==> config.mk <==
export PLATFORM = sky130hd
export DESIGN_NAME = cdc_fifo_rd
export DESIGN_NICKNAME = d
export VERILOG_FILES = /design/src/rtl/cdc_fifo_pkg.sv /design/src/rtl/cdc_fifo_mem.sv /design/src/rtl/cdc_fifo_rd.sv
export SDC_FILE = /design/constraint.sdc
export NUM_CORES = 1
export LEC_CHECK = 0
export BUFFER_PORTS_ARGS = -buffer_cell sky130_fd_sc_hd__buf_2
export CAP_MARGIN = 20
export CORE_MARGIN = 2
export CORE_UTILIZATION = 45
export DETAILED_ROUTE_END_ITERATION = 7
export MAX_ROUTING_LAYER = met4
export PLACE_DENSITY = 0.68
export SETUP_SLACK_MARGIN = 0.05
export SLEW_MARGIN = 30
export SYNTH_ARGS = -nofsm -noshare
export SYNTH_HDL_FRONTEND = slang
export SYNTH_HIERARCHICAL = 1
export SYNTH_SLANG_ARGS = --single-unit
export TNS_END_PERCENT = 100
==> constraint.sdc <==
create_clock -name clk -period 4.8 [get_ports clk]
set_input_delay 0.72 -clock clk [delete_from_list [all_inputs] [get_ports clk]]
set_output_delay 0.72 -clock clk [all_outputs]
set_load 0.005 [all_outputs]
==> src/rtl/cdc_fifo_pkg.sv <==
// Shared constants and types for the byte FIFO read end.
// Default widths, pointer type and output stage state encoding.
package cdc_fifo_pkg;

  localparam int DEF_DEPTH = 8;
  localparam int DEF_WIDTH = 8;
  localparam int PTR_W     = $clog2(DEF_DEPTH) + 1;

  typedef logic [DEF_WIDTH-1:0] data_t;
  typedef logic [PTR_W-1:0]     ptr_t;

  typedef enum logic {
    OUT_EMPTY,
    OUT_VALID
  } out_state_e;

endpackage

==> src/rtl/cdc_fifo_mem.sv <==
// DEPTH x WIDTH register array.
// Synchronous write port, combinational read port.
module cdc_fifo_mem #(
  parameter int DEPTH = 8,
  parameter int WIDTH = 8,
  localparam int AW   = $clog2(DEPTH)
) (
  input  logic             clk,
  input  logic             we,
  input  logic [AW-1:0]    waddr,
  input  logic [WIDTH-1:0] wdata,
  input  logic [AW-1:0]    raddr,
  output logic [WIDTH-1:0] rdata
);

  logic [WIDTH-1:0] mem [DEPTH];

  // Contents need no reset; pointers define validity.
  always_ff @(posedge clk) begin
    if (we) mem[waddr] <= wdata;
  end

  assign rdata = mem[raddr];

endmodule

==> src/rtl/cdc_fifo_rd.sv <==
// Read end of the FIFO path: circular array plus registered output stage.
// Optional sticky overflow flag when CDC_FIFO_RD_OVF_EN is defined.
module cdc_fifo_rd
  import cdc_fifo_pkg::*;
#(
  parameter int DEPTH = DEF_DEPTH,
  parameter int WIDTH = DEF_WIDTH,
  localparam int AW   = $clog2(DEPTH),
  localparam int PW   = AW + 1,
  localparam int CW   = $clog2(DEPTH + 1) + 1
) (
  input  logic             clk,
  input  logic             rst_n,
  input  logic             wr_en,
  input  logic [WIDTH-1:0] wr_data,
  output logic             full,
  output logic             rd_valid,
  input  logic             rd_ready,
  output logic [WIDTH-1:0] rd_data,
  output logic [CW-1:0]    count
`ifdef CDC_FIFO_RD_OVF_EN
  ,
  output logic             ovf
`endif
);

  logic [PW-1:0]    wp;
  logic [PW-1:0]    rp;
  logic [PW-1:0]    occ;
  logic [WIDTH-1:0] mem_rdata;
  logic             empty;
  logic             push;
  logic             pop;
  out_state_e       state;

  assign empty = (wp == rp);
  assign full  = (wp[AW-1:0] == rp[AW-1:0])
              && (wp[AW] != rp[AW]);
  assign push  = wr_en && !full;
  assign pop   = !empty
              && ((state == OUT_EMPTY) || rd_ready);
  assign occ   = wp - rp;
  assign count = CW'(occ) + CW'(rd_valid);

  cdc_fifo_mem #(
    .DEPTH (DEPTH),
    .WIDTH (WIDTH)
  ) u_mem (
    .clk   (clk),
    .we    (push),
    .waddr (wp[AW-1:0]),
    .wdata (wr_data),
    .raddr (rp[AW-1:0]),
    .rdata (mem_rdata)
  );

  always_ff @(posedge clk or negedge rst_n) begin
    if (!rst_n) begin
      wp       <= '0;
      rp       <= '0;
      state    <= OUT_EMPTY;
      rd_valid <= 1'b0;
      rd_data  <= '0;
    end else begin
      if (push) wp <= wp + 1'b1;
      if (pop)  rp <= rp + 1'b1;
      unique case (state)
        OUT_EMPTY: begin
          if (pop) begin
            rd_data  <= mem_rdata;
            rd_valid <= 1'b1;
            state    <= OUT_VALID;
          end
        end
        OUT_VALID: begin
          if (rd_ready) begin
            if (pop) begin
              rd_data <= mem_rdata;
            end else begin
              rd_valid <= 1'b0;
              state    <= OUT_EMPTY;
            end
          end
        end
        default: begin
          rd_valid <= 1'b0;
          state    <= OUT_EMPTY;
        end
      endcase
    end
  end

`ifdef CDC_FIFO_RD_OVF_EN
  // Sticky until reset: any write attempted while full.
  always_ff @(posedge clk or negedge rst_n) begin
    if (!rst_n)             ovf <= 1'b0;
    else if (wr_en && full) ovf <= 1'b1;
  end
`endif

endmodule

* Yosys cells after proc, flatten, opt, wreduce, memory -nomap -nowiden
Memory sizes are Yosys's and may differ from the RTL's.
Index checks and enable logic that the tools add are counted.
** Storage, ports and cells
- Output and inout bits :: 15
- Word-level logic and storage cells :: 36
- Register bits :: 18
- RAM bits :: 64
- Memories :: 1
** Memories
- u_mem.mem :: words 8, bits a word 8, rd ports 1, clocked after memory_dff 0, wr ports 1, RTL line cdc_fifo_mem.sv:16 : logic [WIDTH-1:0] mem [DEPTH];
** Operators by class
- Muxes and demuxes :: 12
- Equality and inequality tests :: 6
- Reduce and logical (&&, ||, !) cells :: 7
- Bitwise gates (word level) :: 1
- Add/sub/neg operators :: 4
** Operator list (count)
- $mux W8 :: 2
- $pmux W8 S2 :: 1
- $add A4 B1 Y4 const B :: 2
- $mux W1 :: 7
- $ne A2 B2 Y1 const B :: 3
- $add A4 B1 Y5 :: 1
- $eq A4 B4 Y1 :: 1
- $pmux W1 S2 :: 2
- $sub A4 B4 Y4 :: 1
- $eq A3 B3 Y1 :: 1
- $logic_and A1 B1 Y1 :: 3
- $reduce_and A3 Y1 :: 1
- $logic_not A1 Y1 :: 2
- $logic_or A1 B1 Y1 :: 1
- $ne A1 B1 Y1 :: 1
- $not A1 Y1 :: 1

* Longest topological paths before layout
Gate-level depths: netlist of the first run.
- Depth in word-level cells :: 6
- Mapped depth :: 7
- Mapped depth without buffers :: 7

* Hierarchy
The synthesis of the first run kept the hierarchy.
** By module, submodules not included
- cdc_fifo_mem :: instances 1, area each 2531.2 sq um, cells each 106
- cdc_fifo_rd :: instances 1, area each 968.4 sq um, cells each 78

* Worst setup path before layout of the first run
No wires, ideal clock.
- Path kind :: reg-to-output
- Start :: register wp[0]
- End :: output port count[3]
- Data arrival time :: 1695 ps
- Path buffers :: 0
- Required time :: 4080 ps
- Slack :: 2385 ps
- Stages on the path, launching flop included :: 7
- Cells stage by stage :: dfrtp_1 -> inv_1 -> ha_1 -> fa_1 -> xnor2_1 -> and3_1 -> xnor3_1
** On the way
- Longest elaborated chain between the ends :: 2
** Ends and longest elaborated chain
- start: declaration :: RTL line cdc_fifo_rd.sv:27 : logic [PW-1:0] wp;
- start signal: assignment :: RTL line cdc_fifo_rd.sv:65 : if (push) wp <= wp + 1'b1;
- $sub A4 B4 Y4 :: RTL line cdc_fifo_rd.sv:42 : assign occ = wp - rp;
- $add A4 B1 Y5 :: RTL line cdc_fifo_rd.sv:43 : assign count = CW'(occ) + CW'(rd_valid);
- end: declaration :: RTL line cdc_fifo_rd.sv:20 : output logic [CW-1:0] count
No other way between the ends.

* Worst setup path in the final report of the first run
- Start :: register rp[2]
- End :: output port count[3]
** On the way
- Longest elaborated chain between the ends :: 2
** Ends and longest elaborated chain
- start: declaration :: RTL line cdc_fifo_rd.sv:28 : logic [PW-1:0] rp;
- start signal: assignment :: RTL line cdc_fifo_rd.sv:66 : if (pop) rp <= rp + 1'b1;
- $sub A4 B4 Y4 :: RTL line cdc_fifo_rd.sv:42
- $add A4 B1 Y5 :: RTL line cdc_fifo_rd.sv:43
No other way between the ends.

==> results_dict.tcl, run 1 <==
set metrics [dict create \
    p_leak_nw 1.47 \
    fin_nets 238 \
    grt_pass1_vias 1807 \
    wl_per_cell_um 18.0 \
    r2r-end "u_mem/mem[6][3]" \
    port_buffers 26 \
    drt_iter0_drc 70 \
    dpl.hpwl_mm 3.82 \
    cts_buffers 9 \
    cts_sinks 82 \
    max_slew_margin_pct 38.6 \
    dr.pass1.iters 4 \
    syn-num-nets 204 \
    synth.ff_latch_count 82 \
    powerDensity_mw_per_mm2 645 \
    start_kind "flop" \
    core_mm2 0.00765 \
    stdcell_count 325 \
    start_util_pct 45.8 \
    slew_viol_final 0 \
    clk_path_buf_depth 2 \
    synth_top_family_by_area "multiplexers" \
    cts_setup_buffers 0 \
    peakVddDrop_uv 281 \
    arrival_ns 2.56 \
    areaGrowthSynthToFinish_pct 12.3 \
    fin_skew_ns 0.0121 \
    cts_resized 0 \
    hold_viol 0 \
    yosysSeqAreaShare_pct 67.8 \
    cp-endpoint "count[3]" \
    drive_gt1_share_pct 29.1 \
    placedCellCount 309 \
    fp.dieArea_mm2 0.00850 \
    die_w_um 92.2 \
    antennaDiodeCount 0 \
    layout_common_cells "edfxtp_1, buf_2, mux2_2, dfrtp_1, mux4_1" \
    crit_type "reg2out" \
    syn_inst 184 \
    drc_errors 0 \
    rsz0062_at_grt "false" \
    syn_area_per_cell_um2 19.0 \
    switchingPower_w 0.000818 \
    clk_pin_slew_worst_paths_ns 0.08 \
    final_common_cell "edfxtp_1" \
    rows 32 \
    worst_pin_slew_ns 0.918 \
    r2r_cells 7 \
    cts-root-buf "clkbuf_8" \
    power_frac_clock_pct 19.4 \
    cap_violations 0 \
    grt_pass1_wl_mm 9.49 \
    die_y_um 92.2 \
    period_minus_slack_ns 3.28 \
    hold_class "in2async" \
    setup.worst_path.start "rp[2]" \
    comb_power_share_pct 38.4 \
    synthSimpleGateAreaFrac_pct 3.86 \
    place.gp.congestion 0.768 \
    crit_fanout 19 \
    routed_via_density 5.22 \
    grt_usage_pct 16.0 \
    synth-xor-area-share_pct 3.36 \
    r2r_start "rp[2]" \
    insertion_delay_ns 0.35 \
    cts-htree-levels 3 \
    switching_share_pct 32.3 \
    p_seq_share_pct 42.2 \
    status "completed" \
    grt_antenna_before_repair 0 \
    synthMuxAreaShare_pct 17.7 \
    period_share_pct 68.4 \
    num-fill-cells 623 \
    vias 1697 \
    hold_buffers 0 \
    ys_types 31 \
    antenna_left 0 \
    cts_tree "done" \
    synth_adder_area_share_pct 3.07 \
    grt_overflow 0 \
    pin_count 27 \
    r2r_slack_ns 1.73 \
    synth_compound_area_share_pct 2.11 \
    internal_power_w 0.00172 \
    fin_setup_tns_ns 0 \
    postRouteWirelength_mm 5.84 \
    setup_violations 0 \
    cp-end-kind "output pin" \
    worst_ep_required_time_ns 4.08 \
    fmax_mhz 305 \
    grt_max_degree 21 \
    synthesis.area_mm2 0.00350 \
    yosysWarnings 6 \
    whs_ns 0.317 \
]
-- cells in the mapped netlist, drive strengths merged --
cell | number | area, um^2
nand2 | 5 | 18.8
o21ai | 2 | 21.3
edfxtp | 64 | 1920
and3 | 3 | 18.8
xnor2 | 8 | 70.1
nand3b | 1 | 7.51
and4b | 1 | 10.0
inv | 8 | 30.0
xnor3 | 1 | 22.5
nor3 | 2 | 10.0
xor2 | 2 | 25.0
nor2 | 8 | 30.0
mux2 | 18 | 203
mux4 | 16 | 417
ha | 7 | 87.6
fa | 1 | 20.0
dfrtp | 18 | 450
nand3 | 2 | 15.0
clkbuf | 1 | 3.75
buf | 4 | 40.0
o211ai | 4 | 30.0
a211oi | 1 | 7.51
a21oi | 3 | 15.0
nand2b | 4 | 25.0
-- how the worst min path moves through the flow --
stage            endpoint  startpoint  cells past startpoint  slack [ns]
3_3_place_gp     rd_valid       state                      1        0.45
3_5_place_dp     rd_valid       state                      1        0.47
6_report       rd_data[2]       rst_n                      1        0.32
5_1_grt        rd_data[2]       rst_n                      1        0.33
2_1_floorplan  rd_data[0]       rst_n                      0        0.42
4_1_cts        rd_data[2]       rst_n                      1        0.32
-- state kept, by name, indices dropped and copies added, names as in the netlist --
signal     flops
rp             4
u_mem/mem     64
state          1
rd_data        8
wp             4
rd_valid       1
-- per-layer routing --
layer / vias up / share of wire (%) / track usage, %
met3: 9 / 3.5 / 4.27
met4: 0 / 2.4 / 7.84
met5: - / 0 / -
li1: 803 / - / -
met1: 853 / 47 / 20.7
met2: 32 / 47 / 23.8
-- cells by family (layout without fill, tap and decap cells) --
| group | Yosys count | in the layout |
|---|---|---|
| xor+xnor | 11 | 11 |
| fa+ha+maj | 8 | 8 |
| mux | 34 | 34 |
| simple gates | 26 | 26 |
| buf+inv | 13 | 52 |
| compound gates | 10 | 10 |
| flops | 82 | 82 |
-- worst max-delay path, stage by stage (launching register included) --
cell and delay, ns:
dfrtp_1 0.83, inv_1 0.11, ha_1 0.38, xnor2_1 0.33, and3_1 0.22, xnor3_1 0.21, buf_2 0.13
-- metrics by stage --
step / power, W / instance area, um^2 / setup slack, ns / util (%)
finish: 0.00253 / 3930 / 1.52 / 51.4
global route: 0.00272 / 3930 / 1.29 / 51.4
floorplan: 0.00179 / 3500 / 2.39 / -
CTS: 0.00257 / 3930 / 1.51 / 51.4
detailed placement: 0.00207 / 3730 / 1.65 / 48.8
global placement: 0.00204 / 3730 / 1.70 / 48.8
-- cell type report --
cell class | count | area, um^2 | area share (%)
Sequential cell | 82 | 2370 | 60.4
Multi-Input combinational cell | 89 | 1060 | 26.9
Clock buffer | 12 | 145 | 3.69
Timing Repair Buffer | 28 | 145 | 3.69
Tap cell | 102 | 128 | 3.25
Clock inverter | 4 | 51.3 | 1.31
Inverter | 8 | 30.0 | 0.764
-- power by group through the flow --
stage,sequential [W],clock (W),combinational (W)
finish,0.00107,0.000491,0.000973
global route,0.00109,0.000535,0.00109
CTS,0.00107,0.000505,0.000992
detailed placement,0.00109,0,0.000982
global placement,0.00108,0,0.000962
floorplan,0.00103,0,0.000758
(Power assumes the default switching activity.)
==> inputs of run 2 (changes only) <==
clock period = 3.4 ns   (was 4.8 ns; I/O delays follow)
==> results_dict.tcl, run 2 (synthesis gave the netlist of run 1 again) <==
set metrics [dict create \
    wl_per_cell_um 19.6 \
    top_regs "u_mem/mem x64, rd_data x8" \
    grt_overflow 0 \
    fin_util_pct 51.8 \
    placedCellCount 312 \
    num-fill-cells 628 \
    die_w_um 92.2 \
    stdcell_count 328 \
    crit_type "reg2out" \
    place.gp.congestion 0.812 \
    period_minus_slack_ns 2.87 \
    power_frac_clock_pct 19.6 \
    grt_max_degree 20 \
    dr.pass1.iters 4 \
    met1_length_mm 2.84 \
    switching_share_pct 33.3 \
    slew_viol_final 0 \
    worst_ep_required_time_ns 2.89 \
    largest_reg_flops 64 \
    cts_buffers 9 \
    hold_buffers 0 \
    clk_pin_slew_worst_paths_ns 0.09 \
    pin_count 27 \
    cts-root-buf "clkbuf_8" \
    final_common_cell "edfxtp_1" \
    fin_setup_tns_ns 0 \
    antenna_left 0 \
    grt_pass1_vias 1810 \
    setup.worst_path.start "wp[0]" \
    dpl.hpwl_mm 4.10 \
    cts_sinks 82 \
    highest_layer "met4" \
    cts_tree "done" \
    p_leak_nw 1.48 \
    routed_via_density 5.27 \
    port_buffers 26 \
    internal_power_w 0.00243 \
    grt_pass1_wl_mm 10.1 \
    layout_common_cells "edfxtp_1, buf_2, mux2_2, dfrtp_1, mux4_1" \
    postRouteWirelength_mm 6.41 \
    cp-end-kind "output pin" \
    multi_input_area_mm2 0.00106 \
    peakVddDrop_uv 305 \
    hold_class "in2async" \
    drive_gt1_share_pct 31.4 \
    die_y_um 92.2 \
    dr_wl_met3_um 217 \
    period_share_pct 84.5 \
    core_mm2 0.00765 \
    p_seq_share_pct 39.7 \
    setup_violations 0 \
    whs_ns 0.101 \
    max_slew_margin_pct 31.2 \
    hold_viol 0 \
    arrival_ns 2.36 \
    powerDensity_mw_per_mm2 920 \
    fmax_mhz 348 \
    cts_setup_buffers 0 \
    drt_iter0_drc 100 \
    grt_antenna_before_repair 0 \
    cap_violations 0 \
    drc_errors 0 \
    comb_power_share_pct 40.7 \
    slowest_stage "dfrtp_1" \
    crit_fanout 9 \
    start_kind "flop" \
    wl_met2_mm 3.27 \
    rows 32 \
    top_register "u_mem/mem" \
    cts_resized 0 \
    cts-htree-levels 3 \
    rsz0062_at_grt "false" \
    areaGrowthSynthToFinish_pct 13.2 \
    path_cells "inv_1 > ha_1 > fa_1 > xnor2_1 > and3_1 > xnor3_1 > buf_2" \
    insertion_delay_ns 0.36 \
    fp.dieArea_mm2 0.00850 \
    fin_nets 241 \
    slowest_delay_ns 0.51 \
    fin_skew_ns 0.0119 \
    status "completed" \
    r2r_start "wp[0]" \
    clk_path_buf_depth 2 \
    vias 1730 \
    grt_usage_pct 17.3 \
    worst_pin_slew_ns 1.03 \
    seqCellArea_mm2 0.00237 \
    start_util_pct 45.8 \
    antennaDiodeCount 0 \
    switchingPower_w 0.00121 \
]
-- run 2: cell count changes in the layout (fill, tap and decap cells not counted), sizes merged --
cell      previous run  this run
clkinv               1         0
inv                  9        11
clkinvlp             1         2
clkbuf              12        10
buf                 28        31
-- run 2: path summary, 6_finish.rpt --
| kind | slack, ns | endpoint | cells past startpoint |
|---|---|---|---|
| worst max-delay path | 0.53 | count[3] | 7 |
| worst min-delay path | 0.10 | rd_data[5] | 1 |
| min in group clk | 0.43 | u_mem/mem[4][2] | 1 |
| worst max register to register | 0.64 | u_mem/mem[7][3] | 7 |
| worst min register to register | 0.47 | rd_valid | 1 |
| max in group asynchronous | 2.96 | rd_data[3] | 1 |
-- run 2: worst max-delay path: cells and delay by family (launching register included) --
family | cells | cell delay [ns]
XOR/XNOR | 2 | 0.46
adder cells (fa/ha/maj) | 2 | 0.61
buffers and inverters | 2 | 0.22
flip-flops | 1 | 0.51
AND/OR/NAND/NOR | 1 | 0.21
-- run 2: routing by layer --
| metal | up-vias | global-route usage (%) |
|---|---|---|
| met2 | 30 | 27.8 |
| met5 | - | - |
| met3 | 5 | 4.52 |
| met1 | 900 | 21.1 |
| li1 | 795 | - |
| met4 | 0 | 7.09 |
-- run 2: layout make-up --
cell class / instances / share of cell area [%]
timing repair buffer: 31 / 4.23
tap: 102 / 3.22
clock inverter: 6 / 1.86
inverter: 8 / 0.758
sequential: 82 / 59.9
multi-input combinational: 89 / 26.8
clock buffer: 10 / 3.22
-- run 2: power by group through the flow --
stage	clock (W)	combinational (W)	sequential (W)
floorplan	0	0.00107	0.00146
global placement	0	0.00146	0.00147
detailed placement	0	0.00149	0.00147
CTS	0.000731	0.00150	0.00145
global route	0.000781	0.00163	0.00148
finish	0.000715	0.00148	0.00145
-- run 2: stage by stage --
step,power (W),cell area (um^2),setup slack (ns)
4_1_cts,0.00368,3960,0.525
2_1_floorplan,0.00253,3500,1.08
6_report,0.00364,3960,0.527
3_5_place_dp,0.00296,3760,0.638
5_1_grt,0.00389,3960,0.372
3_3_place_gp,0.00293,3750,0.751
